**src/rtl/uart_pkg.sv**
```systemverilog
// Shared types and constants for the UART byte transmitter slice.
package uart_pkg;

  typedef enum logic [2:0] {
    IDLE,
    START,
    DATA,
    PARITY,
    STOP
  } tx_state_t;

  localparam logic        UART_IDLE_LVL  = 1'b1;
  localparam int unsigned UART_DATA_BITS = 8;

  function automatic int unsigned clks_per_bit(input int unsigned clk_freq,
                                               input int unsigned baud);
    return clk_freq / baud;
  endfunction

endpackage

```
**src/rtl/uart_tx_fifo.sv**
```systemverilog
// Synchronous show-ahead FIFO buffering bytes ahead of the serialiser.
module uart_tx_fifo
  import uart_pkg::*;
#(
  parameter int unsigned DEPTH = 4,
  parameter int unsigned WIDTH = UART_DATA_BITS
) (
  input  logic                       sys_clk,
  input  logic                       sys_rst,
  input  logic                       wr_en,
  input  logic [WIDTH-1:0]           wr_data,
  input  logic                       rd_en,
  output logic [WIDTH-1:0]           rd_data,
  output logic [$clog2(DEPTH):0]     count,
  output logic                       full,
  output logic                       empty
);

  localparam int unsigned AW = $clog2(DEPTH);
  localparam int unsigned CW = AW + 1;

  logic [WIDTH-1:0] r_mem [DEPTH];
  logic [AW-1:0]    r_wr_ptr;
  logic [AW-1:0]    r_rd_ptr;
  logic [CW-1:0]    r_count;
  logic             r_full;
  logic             r_empty;
  logic             w_wr_acc;
  logic             w_rd_acc;
  logic [CW-1:0]    w_count_next;

  // A write while full is refused even if a pop happens on the same edge.
  assign w_wr_acc = wr_en & ~r_full;
  assign w_rd_acc = rd_en & ~r_empty;

  always_comb begin
    w_count_next = r_count;
    if (w_wr_acc && !w_rd_acc) begin
      w_count_next = r_count + CW'(1);
    end else if (!w_wr_acc && w_rd_acc) begin
      w_count_next = r_count - CW'(1);
    end
  end

  always_ff @(posedge sys_clk) begin
    if (w_wr_acc) begin
      r_mem[r_wr_ptr] <= wr_data;
    end
  end

  always_ff @(posedge sys_clk) begin
    if (sys_rst) begin
      r_wr_ptr <= '0;
      r_rd_ptr <= '0;
      r_count  <= '0;
      r_full   <= 1'b0;
      r_empty  <= 1'b1;
    end else begin
      if (w_wr_acc) begin
        r_wr_ptr <= r_wr_ptr + AW'(1);
      end
      if (w_rd_acc) begin
        r_rd_ptr <= r_rd_ptr + AW'(1);
      end
      r_count <= w_count_next;
      r_full  <= (w_count_next == CW'(DEPTH));
      r_empty <= (w_count_next == '0);
    end
  end

  assign rd_data = r_mem[r_rd_ptr];
  assign count   = r_count;
  assign full    = r_full;
  assign empty   = r_empty;

endmodule

```
**src/rtl/uart_byte_tx.sv**
```systemverilog
// Buffers a byte stream and serialises it as back-to-back 8N1 frames with optional parity.
module uart_byte_tx
  import uart_pkg::*;
#(
  parameter int unsigned CLK_FREQ   = 50_000_000,
  parameter int unsigned BAUD       = 9600,
  parameter int unsigned FIFO_DEPTH = 4,
  parameter bit          PARITY_EN  = 1'b0,
  parameter bit          PARITY_ODD = 1'b0
) (
  input  logic       sys_clk,
  input  logic       sys_rst,
  input  logic       enable,
  input  logic [7:0] din,
  output logic       tx,
  output logic       busy,
  output logic       full,
  output logic       overflow
);

  localparam int unsigned     CLKS_PER_BIT = clks_per_bit(CLK_FREQ, BAUD);
  localparam int unsigned     CNT_W        = $clog2(CLKS_PER_BIT);
  localparam int unsigned     FCW          = $clog2(FIFO_DEPTH) + 1;
  localparam logic [CNT_W-1:0] LAST_CNT    = CNT_W'(CLKS_PER_BIT - 1);
  localparam logic [2:0]      LAST_BIT     = 3'(UART_DATA_BITS - 1);

  tx_state_t        r_state;
  tx_state_t        w_state_next;
  logic [CNT_W-1:0] r_baud_cnt;
  logic [2:0]       r_bit_idx;
  logic [7:0]       r_shift;
  logic [7:0]       w_shift_next;
  logic             r_parity;
  logic             w_parity_next;
  logic             r_tx;
  logic             w_tx_next;
  logic             r_busy;
  logic             w_busy_next;
  logic             r_overflow;
  logic             w_bit_end;
  logic             w_pop;
  logic             w_wr_acc;
  logic             w_fifo_full;
  logic             w_fifo_empty;
  logic [7:0]       w_fifo_data;
  logic [FCW-1:0]   w_fifo_count;
  logic [FCW-1:0]   w_count_next;

  uart_tx_fifo #(
    .DEPTH (FIFO_DEPTH),
    .WIDTH (UART_DATA_BITS)
  ) u_fifo (
    .sys_clk (sys_clk),
    .sys_rst (sys_rst),
    .wr_en   (enable),
    .wr_data (din),
    .rd_en   (w_pop),
    .rd_data (w_fifo_data),
    .count   (w_fifo_count),
    .full    (w_fifo_full),
    .empty   (w_fifo_empty)
  );

  assign w_bit_end = (r_baud_cnt == LAST_CNT);
  assign w_wr_acc  = enable & ~w_fifo_full;
  // Popping at the end of STOP lets the next start bit follow with no idle gap.
  assign w_pop     = ~w_fifo_empty &
                     ((r_state == IDLE) | ((r_state == STOP) & w_bit_end));

  always_ff @(posedge sys_clk) begin
    if (sys_rst) begin
      r_state <= IDLE;
    end else begin
      r_state <= w_state_next;
    end
  end

  always_comb begin
    w_state_next = r_state;
    case (r_state)
      IDLE:   if (!w_fifo_empty) w_state_next = START;
      START:  if (w_bit_end) w_state_next = DATA;
      DATA:   if (w_bit_end && (r_bit_idx == LAST_BIT))
                w_state_next = PARITY_EN ? PARITY : STOP;
      PARITY: if (w_bit_end) w_state_next = STOP;
      STOP:   if (w_bit_end) w_state_next = w_fifo_empty ? IDLE : START;
      default: w_state_next = IDLE;
    endcase
  end

  // Outputs are computed from next-state values so tx/busy can be registered.
  always_comb begin
    w_shift_next  = r_shift;
    w_parity_next = r_parity;
    if (w_pop) begin
      w_shift_next  = w_fifo_data;
      w_parity_next = (^w_fifo_data) ^ PARITY_ODD;
    end else if ((r_state == DATA) && w_bit_end) begin
      w_shift_next = {1'b0, r_shift[7:1]};
    end

    case ({w_wr_acc, w_pop})
      2'b10:   w_count_next = w_fifo_count + FCW'(1);
      2'b01:   w_count_next = w_fifo_count - FCW'(1);
      default: w_count_next = w_fifo_count;
    endcase
    w_busy_next = (w_state_next != IDLE) | (w_count_next != '0);

    case (w_state_next)
      START:   w_tx_next = 1'b0;
      DATA:    w_tx_next = w_shift_next[0];
      PARITY:  w_tx_next = w_parity_next;
      default: w_tx_next = UART_IDLE_LVL;
    endcase
  end

  always_ff @(posedge sys_clk) begin
    if (sys_rst) begin
      r_baud_cnt <= '0;
      r_bit_idx  <= '0;
      r_shift    <= '0;
      r_parity   <= 1'b0;
      r_tx       <= UART_IDLE_LVL;
      r_busy     <= 1'b0;
      r_overflow <= 1'b0;
    end else begin
      if ((r_state == IDLE) || w_bit_end) begin
        r_baud_cnt <= '0;
      end else begin
        r_baud_cnt <= r_baud_cnt + CNT_W'(1);
      end
      if (r_state != DATA) begin
        r_bit_idx <= '0;
      end else if (w_bit_end) begin
        r_bit_idx <= r_bit_idx + 3'd1;
      end
      r_shift    <= w_shift_next;
      r_parity   <= w_parity_next;
      r_tx       <= w_tx_next;
      r_busy     <= w_busy_next;
      r_overflow <= enable & w_fifo_full;
    end
  end

  assign tx       = r_tx;
  assign busy     = r_busy;
  assign full     = w_fifo_full;
  assign overflow = r_overflow;

endmodule

```
**config.mk**
```make
export PLATFORM = sky130hd
export DESIGN_NAME = uart_byte_tx
export DESIGN_NICKNAME = d
export VERILOG_FILES = /design/src/rtl/uart_pkg.sv /design/src/rtl/uart_tx_fifo.sv /design/src/rtl/uart_byte_tx.sv
export SDC_FILE = /design/constraint.sdc
export NUM_CORES = 1
export LEC_CHECK = 0
export BUFFER_PORTS_ARGS = -buffer_cell sky130_fd_sc_hd__buf_2
export CORE_UTILIZATION = 55
export CTS_CLUSTER_DIAMETER = 60
export CTS_CLUSTER_SIZE = 24
export DETAILED_ROUTE_END_ITERATION = 12
export PLACE_DENSITY_LB_ADDON = 0.1
export SLEW_MARGIN = 20
export SYNTH_ARGS = -nofsm -noshare
export SYNTH_HDL_FRONTEND = slang
export SYNTH_SLANG_ARGS = --single-unit
export TNS_END_PERCENT = 30
```
**constraint.sdc**
```tcl
create_clock -name sys_clk -period 3.2 [get_ports sys_clk]
set_input_delay 0.16 -clock sys_clk [delete_from_list [all_inputs] [get_ports sys_clk]]
set_output_delay 0.16 -clock sys_clk [all_outputs]
set_load 0.01 [all_outputs]
```
==> results of run 1 <==
per-layer routing:
metal / share of wire / global-route usage
met4: 0.015 / 0.0909
met2: 0.43 / 0.272
met5: 0 / 0
met3: 0.033 / 0.0448
met1: 0.52 / 0.282
Yosys cell counts, drive strengths merged, types with 2 or more instances:
cell	number
o21ai	3
or3	2
a21oi	11
a211oi	5
nand3	9
and3	3
nor3	5
nand2b	3
inv	7
xnor2	15
o22ai	3
nand2	35
a211o	2
xor2	9
mux4	8
mux2i	2
ha	11
nor2b	2
dfxtp	42
edfxtp	32
a311oi	6
nand4	2
and2	5
clkbuf	5
a22oi	2
buf	6
nor2	38
cells by family after synthesis:
| logic type | count (synthesis) | share of synthesized area |
|---|---|---|
| XOR/XNOR | 24 | 0.0645 |
| flip-flops | 74 | 0.553 |
| AND/OR/NAND/NOR | 108 | 0.160 |
| adder cells (fa/ha/maj) | 11 | 0.0422 |
| AO/OA/AOI/OAI | 37 | 0.0875 |
| multiplexers | 11 | 0.0660 |
| buffers and inverters | 19 | 0.0272 |
flip-flops by register name, summed over array words and instances, names as in the netlist, named ones only:
name	count
u_fifo.r_mem	32
r_baud_cnt	13
r_shift	8
r_bit_idx	3
r_state	3
u_fifo.count	3
u_fifo.r_rd_ptr	2
u_fifo.r_wr_ptr	2
busy	1
overflow	1
r_parity	1
tx	1
u_fifo.empty	1
u_fifo.full	1
through the flow:
step                hold slack [ns]  power (W)  worst slack (ns)  instances
floorplan                     0.259    0.00193             0.987        284
global placement              0.374    0.00206             0.885        360
detailed placement            0.377    0.00207             0.803        360
CTS                          0.0141    0.00278             0.803        375
global route                 0.0272    0.00293             0.646        375
finish                       0.0272    0.00275             0.812        375
critical path, stage by stage, from the launching register on:
cell and delay, ns:
dfxtp_1 0.37, ha_1 0.21, and4b_1 0.30, a31oi_4 0.15
nor2_2 0.13, buf_4 0.19, inv_2 0.12, ha_1 0.21
nor2_1 0.10, a21oi_1 0.07, o22a_1 0.17, o22ai_1 0.15
a21oi_1 0.08
report_power, final:
part | total, W | leakage, nW | internal, W | switching [W]
Sequential | 0.00124 | 0.637 | 0.00113 | 0.000110
Clock | 0.000705 | 0.0933 | 0.000358 | 0.000346
Combinational | 0.000811 | 0.537 | 0.000388 | 0.000423
Total | 0.00275 | 1.27 | 0.00188 | 0.000879
final cells by class:
class                   instances  area, um^2
inverters                       8        30.0
flip-flops and latches         74        1800
multi-input cells             191        1370
well taps                      72        90.1
clock inverters                 6        67.6
clock buffers                   9         124
fillers                       475        2050
repair buffers                 15        77.6
final timing paths:
kind | to | slack, ns | depth (start not counted)
hold reg to reg | overflow$_SDFF_PP0_ | 0.45 | 2
setup / recovery | busy$_SDFF_PP0_ | 0.81 | 12
setup reg to reg | busy$_SDFF_PP0_ | 0.81 | 12
hold / removal | u_fifo.r_mem[3][5]$_DFFE_PP_ | 0.03 | 1
==> results.py, run 1 <==
metrics = {
    "run_status": {
        "outcome": "completed",
    },
    "finish": {
        "postLayoutCellArea_mm2": 0.00356,
        "final_common_cell": "dfxtp_1",
        "most-common-layout-cells": "dfxtp_1 (42), nor2_1 (37), nand2_1 (33)",
        "drive_gt1_frac": 0.165,
        "diodes": 0,
        "finalCoreUtilization": 0.635,
        "nets": 321,
        "syn_to_final_growth_pct": 9.21,
    },
    "routing": {
        "vias_per_cell": 5.39,
        "wl_per_cell_um": 14.1,
        "drc": 0,
        "antenna_left": 0,
        "dr.pass1.iters": 4,
        "vias": 2023,
        "drt_iter0_markers": 159,
        "drt_wl_total_um": 5270,
    },
    "clock_network": {
        "tritoncts": "built",
        "cts_buffers": 9,
        "cts_resized": 0,
        "ctsHtreeMaxLevel": 3,
        "clockBufferDepth": 2,
        "cts_hold_buffers": 0,
        "path_clk_slew_ns": 0.08,
        "clkSinkCount": 74,
        "clk_latency_ns": 0.34,
        "root_buffer": "clkbuf_8",
        "cts_setup_buffers": 0,
    },
    "placed_design": {
        "port_buffers": 14,
        "dp_hpwl_um": 3560,
        "gp_congestion": 0.820,
        "dpl_cell_area_mm2": 0.00337,
    },
    "sta": {
        "fin_tns_setup_ns": 0,
        "relSlewSlack": 0.634,
        "finalSetupViolCount": 0,
        "drv_slew": 0,
        "hold_violations": 0,
        "worst_pin_slew_ns": 0.548,
        "clock.fmax_mhz": 419,
        "period_share": 0.746,
        "rsz0062_at_grt": "false",
        "finalCriticalPeriod_ns": 2.39,
        "finalClockSkew_ns": 0.0103,
    },
    "synth": {
        "async_flop_share": 0,
        "yosys_warnings": 0,
        "yosysTopAreaCell": "edfxtp_1",
        "synth-seq-cells": 74,
        "synth_area_mm2": 0.00326,
        "synth_edf_count": 32,
        "netlist_instances": 284,
        "synth_ff_type": "dfxtp_1",
        "synth_area_leaders": "edfxtp_1 (29%), dfxtp_1 (26%), mux4_2 (5.5%)",
        "synth_cell_types": 47,
        "syn_avg_cell_area_um2": 11.5,
        "synth_top_area_frac": 0.295,
        "synth_nets": 306,
        "ys_seq_area_frac": 0.553,
    },
    "die": {
        "std_cell_rows": 27,
        "io_pins": 15,
        "die_w_um": 79.0,
        "die_y_um": 79.0,
        "core-area_mm2": 0.00561,
        "dieArea_mm2": 0.00624,
        "initial_core_util": 0.581,
    },
    "power": {
        "p_leak_nw": 1.27,
        "vdd_ir_drop_max_mv": 0.370,
        "cellPowerDensity_mw_per_mm2": 774,
    },
    "global_routing": {
        "grt_usage": 0.194,
        "grt_max_degree": 28,
        "grt_pass1_wl_um": 8980,
        "gr-total-overflow": 0,
        "antenna_found_initial": 0,
        "grt_pass1_vias": 1861,
    },
    "critical_path": {
        "r2r-start": "r_baud_cnt[0]$_SDFF_PP0_",
        "path_class": "reg -> reg",
        "startpoint_type": "flop",
        "cp-startpoint": "r_baud_cnt[0]$_SDFF_PP0_",
        "cp.arrival_ns": 2.60,
        "required_ns": 3.41,
        "worstPathMaxFanout": 14,
        "endpoint_kind": "flop",
    },
    "hold_path": {
        "hp-start": "din[5]",
        "worst_hold_path_type": "in -> reg",
    },
    "job": {
        "cap_violations": 0,
    },
}
No activity file was read; power rests on OpenSTA's default activity.
==> run 2, diff against run 1 <==
ABC_AREA = 1   (was not set)
clock period = 2.1 ns   (was 3.2 ns; I/O delays follow)
==> run 2 against run 1 <==
Design area increased by 13%. Critical path depth unchanged. Register-to-register slack got worse by 0.66 ns. Cell count increased by 51%. Critical path type unchanged. Highest routed layer unchanged. Clock skew decreased by 0.0034 ns. Global-route usage increased by 0.72 points. Combinational power increased by 95%. Non-clock buffer count increased by 18.
==> results.py, run 2 <==
metrics = {
    "synth": {
        "synth-seq-cells": 74,
        "syn_avg_cell_area_um2": 8.02,
        "synthTopCellsByCount": "nand2_1 (160), dfxtp_1 (42), inv_1 (40)",
        "synth_nets": 471,
        "synth_top_area_frac": 0.267,
        "async_flop_share": 0,
        "synth_area_leaders": "edfxtp_1 (27%), dfxtp_1 (23%), nand2_1 (17%)",
        "synth_edf_count": 32,
        "yosys_warnings": 0,
        "netlist_instances": 449,
        "synth_area_mm2": 0.00360,
        "ys_seq_area_frac": 0.500,
        "synth_ff_type": "dfxtp_1",
        "yosysTopAreaCell": "edfxtp_1",
        "yosysMostFrequentCell": "nand2_1",
        "synth_cell_types": 37,
    },
    "critical_path": {
        "cpPeakStageDelay_ns": 0.36,
        "startpoint_type": "flop",
        "cp_slowest_cell": "dfxtp_1",
        "path_class": "reg -> reg",
        "critPathTopFamily": "simple AND/OR/NAND/NOR gates",
        "path_cells": "ha_1 > nand2_2 > nor2_4 > nand4_4 > nand2_4 > nand2_4 > inv_4 > ha_1 > o21bai_1 > nand2_1 > nand4_1 > and2_1",
        "path_depth": 12,
        "reg2reg_depth": 12,
        "cp_num_buf_inv": 1,
        "endpoint_kind": "flop",
        "cp.arrival_ns": 2.18,
        "required_ns": 2.33,
        "worstPathMaxFanout": 5,
    },
    "finish": {
        "syn_to_final_growth_pct": 12.0,
        "reg_top3": "u_fifo.r_mem (32), r_baud_cnt (13), r_shift (8)",
        "top_register": "u_fifo.r_mem",
        "fin_cells": 565,
        "nets": 505,
        "postLayoutCellArea_mm2": 0.00404,
        "diodes": 0,
        "finalCoreUtilization": 0.635,
        "drive_gt1_frac": 0.125,
        "fillers": 568,
        "multiInputGateArea_mm2": 0.00158,
        "most-common-layout-cells": "nand2_1 (159), dfxtp_1 (42), inv_1 (40)",
        "layout.area.seq_mm2": 0.00180,
        "largest_reg_flops": 32,
        "final_common_cell": "nand2_1",
    },
    "routing": {
        "dr.pass1.iters": 4,
        "vias_per_cell": 5.00,
        "drt_iter0_markers": 176,
        "drt_wl_total_um": 6520,
        "drc": 0,
        "wl_per_cell_um": 11.5,
        "antenna_left": 0,
        "vias": 2826,
    },
    "sta": {
        "holdWs_ns": 0.136,
        "drv_slew": 0,
        "finalSetupViolCount": 0,
        "relSlewSlack": 0.699,
        "worst_pin_slew_ns": 0.452,
        "period_share": 0.926,
        "finalCriticalPeriod_ns": 1.94,
        "hold_violations": 0,
        "finalClockSkew_ns": 0.00691,
        "clock.fmax_mhz": 514,
    },
    "placed_design": {
        "gp_congestion": 0.813,
        "dp_hpwl_um": 4660,
        "dpl_cell_area_mm2": 0.00378,
        "dp.cells": 540,
        "port_buffers": 14,
    },
    "power": {
        "p_leak_nw": 1.76,
        "cellPowerDensity_mw_per_mm2": 1070,
        "vdd_ir_drop_max_mv": 0.734,
    },
    "clock_network": {
        "clkSinkCount": 74,
        "tritoncts": "built",
        "clk_latency_ns": 0.33,
        "ctsHtreeMaxLevel": 3,
        "cts_buffers": 9,
        "clockBufferDepth": 2,
        "path_clk_slew_ns": 0.07,
        "root_buffer": "clkbuf_8",
    },
    "global_routing": {
        "grt_pass1_wl_um": 11100,
        "grt_pass1_vias": 2572,
        "gr-total-overflow": 0,
        "antenna_found_initial": 0,
        "grt_usage": 0.201,
        "grt_max_degree": 18,
    },
    "hold_path": {
        "whs_path_depth": 2,
        "worst_hold_path_type": "in -> reg",
    },
    "die": {
        "io_pins": 15,
        "initial_core_util": 0.567,
        "die_y_um": 82.9,
        "core-area_mm2": 0.00635,
        "dieArea_mm2": 0.00688,
        "die_w_um": 82.9,
        "std_cell_rows": 29,
    },
    "run_status": {
        "outcome": "completed",
    },
    "job": {
        "cap_violations": 0,
    },
}
[run 2: routing by layer]
layer | vias to the layer above | global-route usage | share of wire
met5 | - | 0 | 0
li1 | 1520 | - | -
met2 | 35 | 0.333 | 0.47
met4 | 0 | 0.0721 | 0.011
met3 | 8 | 0.0497 | 0.032
met1 | 1263 | 0.255 | 0.49
[run 2: worst paths after layout]
check / startpoint / end / slack, ns
worst max-delay path: r_baud_cnt[0]$_SDFF_PP0_ / busy$_SDFF_PP0_ / 0.16
worst min-delay path: sys_rst / overflow$_SDFF_PP0_ / 0.14
worst max register to register: r_baud_cnt[0]$_SDFF_PP0_ / busy$_SDFF_PP0_ / 0.16
worst min register to register: r_baud_cnt[0]$_SDFF_PP0_ / r_baud_cnt[0]$_SDFF_PP0_ / 0.46
[run 2: layout make-up]
class                      count  area share
multi-input combinational    320       0.390
clock buffer                  12      0.0335
timing repair buffer          33      0.0583
sequential                    74       0.447
tap                           77      0.0239
clock inverter                 4     0.00496
inverter                      45      0.0425
[run 2: power by group]
group / total (W) / internal (W) / switching, W
Combinational: 0.00158 / 0.000565 / 0.00101
Clock: 0.000910 / 0.000422 / 0.000488
Sequential: 0.00181 / 0.00170 / 0.000106
[run 2: kinds of logic (layout without fill, tap and decap cells)]
family                     after synthesis  in the layout  synth area share
xor gates and xnor gates                 3              3           0.00730
adders and majority gates               11             11            0.0382
DFF                                     74             74             0.500
and+or+nand+nor                        262            262             0.321
AOI/OAI and AO/OA                       44             44            0.0681
buffers and inverters                   55             94            0.0650
[run 2: per-stage QoR]
step / setup TNS (ns) / setup WS [ns] / power, W
finish: 0 / 0.155 / 0.00430
CTS: 0 / 0.131 / 0.00431
global placement: 0 / 0.218 / 0.00335
floorplan: 0 / 0.0867 / 0.00310
detailed placement: 0 / 0.154 / 0.00339
global route: -0.00149 / -0.00149 / 0.00464
[run 2: repair_timing]
action                                  CTS  global route
setup buffers                             0             0
hold buffers                              9             0
endpoints found under the setup margin    0             2
hold endpoints to repair                 33             0
gates resized for setup                   0             2
==> run 3, diff against run 2 <==
BUFFER_PORTS_ARGS = not set   (was -buffer_cell sky130_fd_sc_hd__buf_2)
CTS_BUF_LIST = sky130_fd_sc_hd__clkbuf_8   (was not set)
DONT_BUFFER_PORTS = 1   (was not set)
==> run 3 against run 2 <==
Core utilization grew 0.81 points. Clock skew about the same. Die area unchanged. First-iteration DRC count is 7.4% lower. Worst hold slack worse by 0.11 ns. Highest routed layer unchanged. Sequential power hardly changed. Combinational power is 4% lower.
==> results.py, run 3 (synthesized netlist as in run 2, its figures left out) <==
metrics = {
    "routing": {
        "dr.pass1.iters": 4,
        "vias": 2817,
        "vias_per_cell": 5.09,
        "drc": 0,
        "drt_iter0_markers": 163,
        "antenna_left": 0,
        "wl_per_cell_um": 11.6,
        "drt_wl_total_um": 6400,
    },
    "global_routing": {
        "grt_pass1_vias": 2681,
        "grt_usage": 0.207,
        "gr-total-overflow": 0,
        "grt_pass1_wl_um": 11400,
        "antenna_found_initial": 0,
        "grt_max_degree": 18,
    },
    "critical_path": {
        "cp.arrival_ns": 2.15,
        "required_ns": 2.34,
        "endpoint_kind": "flop",
        "rr_endpoint": "busy$_SDFF_PP0_",
        "reg2reg_depth": 13,
        "r2r-start": "r_baud_cnt[0]$_SDFF_PP0_",
        "path_class": "reg -> reg",
        "startpoint_type": "flop",
        "worstPathMaxFanout": 5,
        "crit_end": "busy$_SDFF_PP0_",
        "reg2reg_slack_ns": 0.19,
        "cp-startpoint": "r_baud_cnt[0]$_SDFF_PP0_",
    },
    "finish": {
        "diodes": 0,
        "fin_cells": 553,
        "top_register": "u_fifo.r_mem",
        "drive_gt1_frac": 0.105,
        "largest_reg_flops": 32,
        "nets": 493,
        "most-common-layout-cells": "nand2_1 (159), dfxtp_1 (42), inv_1 (40)",
        "reg_top3": "u_fifo.r_mem (32), r_baud_cnt (13), r_shift (8)",
        "postLayoutCellArea_mm2": 0.00409,
        "syn_to_final_growth_pct": 13.4,
        "final_common_cell": "nand2_1",
        "finalCoreUtilization": 0.644,
    },
    "clock_network": {
        "path_clk_slew_ns": 0.08,
        "clkSinkCount": 74,
        "clockBufferDepth": 2,
        "tritoncts": "built",
        "root_buffer": "clkbuf_8",
        "cts_buffers": 9,
        "clk_latency_ns": 0.34,
        "ctsHtreeMaxLevel": 3,
    },
    "sta": {
        "finalCriticalPeriod_ns": 1.91,
        "clock.fmax_mhz": 523,
        "relSlewSlack": 0.587,
        "hold_violations": 0,
        "drv_slew": 0,
        "fin_tns_setup_ns": 0,
        "finalClockSkew_ns": 0.00664,
        "worst_pin_slew_ns": 0.618,
        "period_share": 0.911,
        "finalSetupViolCount": 0,
    },
    "power": {
        "vdd_ir_drop_max_mv": 0.715,
        "p_leak_nw": 1.75,
        "cellPowerDensity_mw_per_mm2": 1170,
        "total_power_w": 0.00477,
    },
    "placed_design": {
        "dp_hpwl_um": 4600,
        "gp_congestion": 0.810,
        "dpl_cell_area_mm2": 0.00372,
        "dp.cells": 527,
        "port_buffers": 0,
    },
    "die": {
        "std_cell_rows": 29,
        "die_w_um": 82.9,
        "die_y_um": 82.9,
        "io_pins": 15,
        "dieArea_mm2": 0.00688,
        "initial_core_util": 0.567,
        "core-area_mm2": 0.00635,
    },
    "job": {
        "cap_violations": 0,
    },
    "hold_path": {
        "worst_hold_path_type": "in -> reg",
    },
    "run_status": {
        "outcome": "completed",
    },
}
## run 3: cell count changes in the layout (fill, tap and decap cells not counted)
cell / previous run / this run
nor4_1: 0 / 1
clkinv_2: 4 / 1
bufinv_16: 0 / 4
clkinv_4: 0 / 1
clkbuf_1: 3 / 0
buf_4: 10 / 11
buf_2: 14 / 0
clkinvlp_4: 0 / 1
dlygate4sd3_1: 9 / 10
nor4_2: 1 / 0
## run 3: layout make-up
class                           count  area [um^2]
Clock buffer                        9          124
Clock inverter                      7          141
Fill cell                         516         2260
Inverter                           45          171
Multi-Input combinational cell    320         1570
Sequential cell                    74         1800
Tap cell                           77         96.3
Timing Repair Buffer               21          183
## run 3: critical path, stage by stage (launching register included)
cell      delay [ns]
dfxtp_1         0.33
ha_1            0.22
nand2_2         0.11
nor2_4          0.05
nand4_4         0.11
nand2_4         0.07
nand2_4         0.11
inv_4           0.04
ha_1            0.18
nor4_1          0.25
o21bai_1        0.09
nand2_1         0.07
nand4_1         0.06
and2_1          0.14
## run 3: where the power goes
group,total (W),internal (W),switching (W),leakage [nW]
Clock,0.00142,0.000909,0.000511,0.129
Sequential,0.00183,0.00170,0.000124,0.636
Combinational,0.00152,0.000546,0.000975,0.987
Total,0.00477,0.00316,0.00161,1.75
## run 3: routing by layer
metal / share of wire / GRT usage
met5: 0 / 0
met1: 0.48 / 0.253
met3: 0.029 / 0.0348
met4: 0.018 / 0.0940
met2: 0.47 / 0.358
## run 3: worst min-delay path by stage
stage	slack, ns	end	start	depth (start not counted)
after global routing	0.05	u_fifo.empty$_SDFF_PP1_	sys_rst	2
after CTS	0.01	u_fifo.empty$_SDFF_PP1_	sys_rst	2
final	0.02	u_fifo.empty$_SDFF_PP1_	sys_rst	2
after global placement	0.18	r_shift[7]$_SDFFE_PP0P_	sys_rst	1
after floorplan	0.20	u_fifo.r_mem[0][0]$_DFFE_PP_	din[0]	0
after detailed placement	0.18	r_shift[1]$_SDFFE_PP0P_	sys_rst	1
## run 3: per-stage QoR
stage	hold slack (ns)	worst slack [ns]
2_1_floorplan	0.204	0.0867
3_3_place_gp	0.177	0.216
3_5_place_dp	0.180	0.169
4_1_cts	0.0126	0.152
5_1_grt	0.0464	-0.00805
6_report	0.0231	0.187
## run 3: what timing repair did
item | 4_1_cts | 5_1_grt
buffers inserted | 0 | 0
hold endpoints to repair | 50 | 0
endpoints found under the setup margin | 0 | 4
hold buffers | 10 | 0
resized for setup | 0 | 1
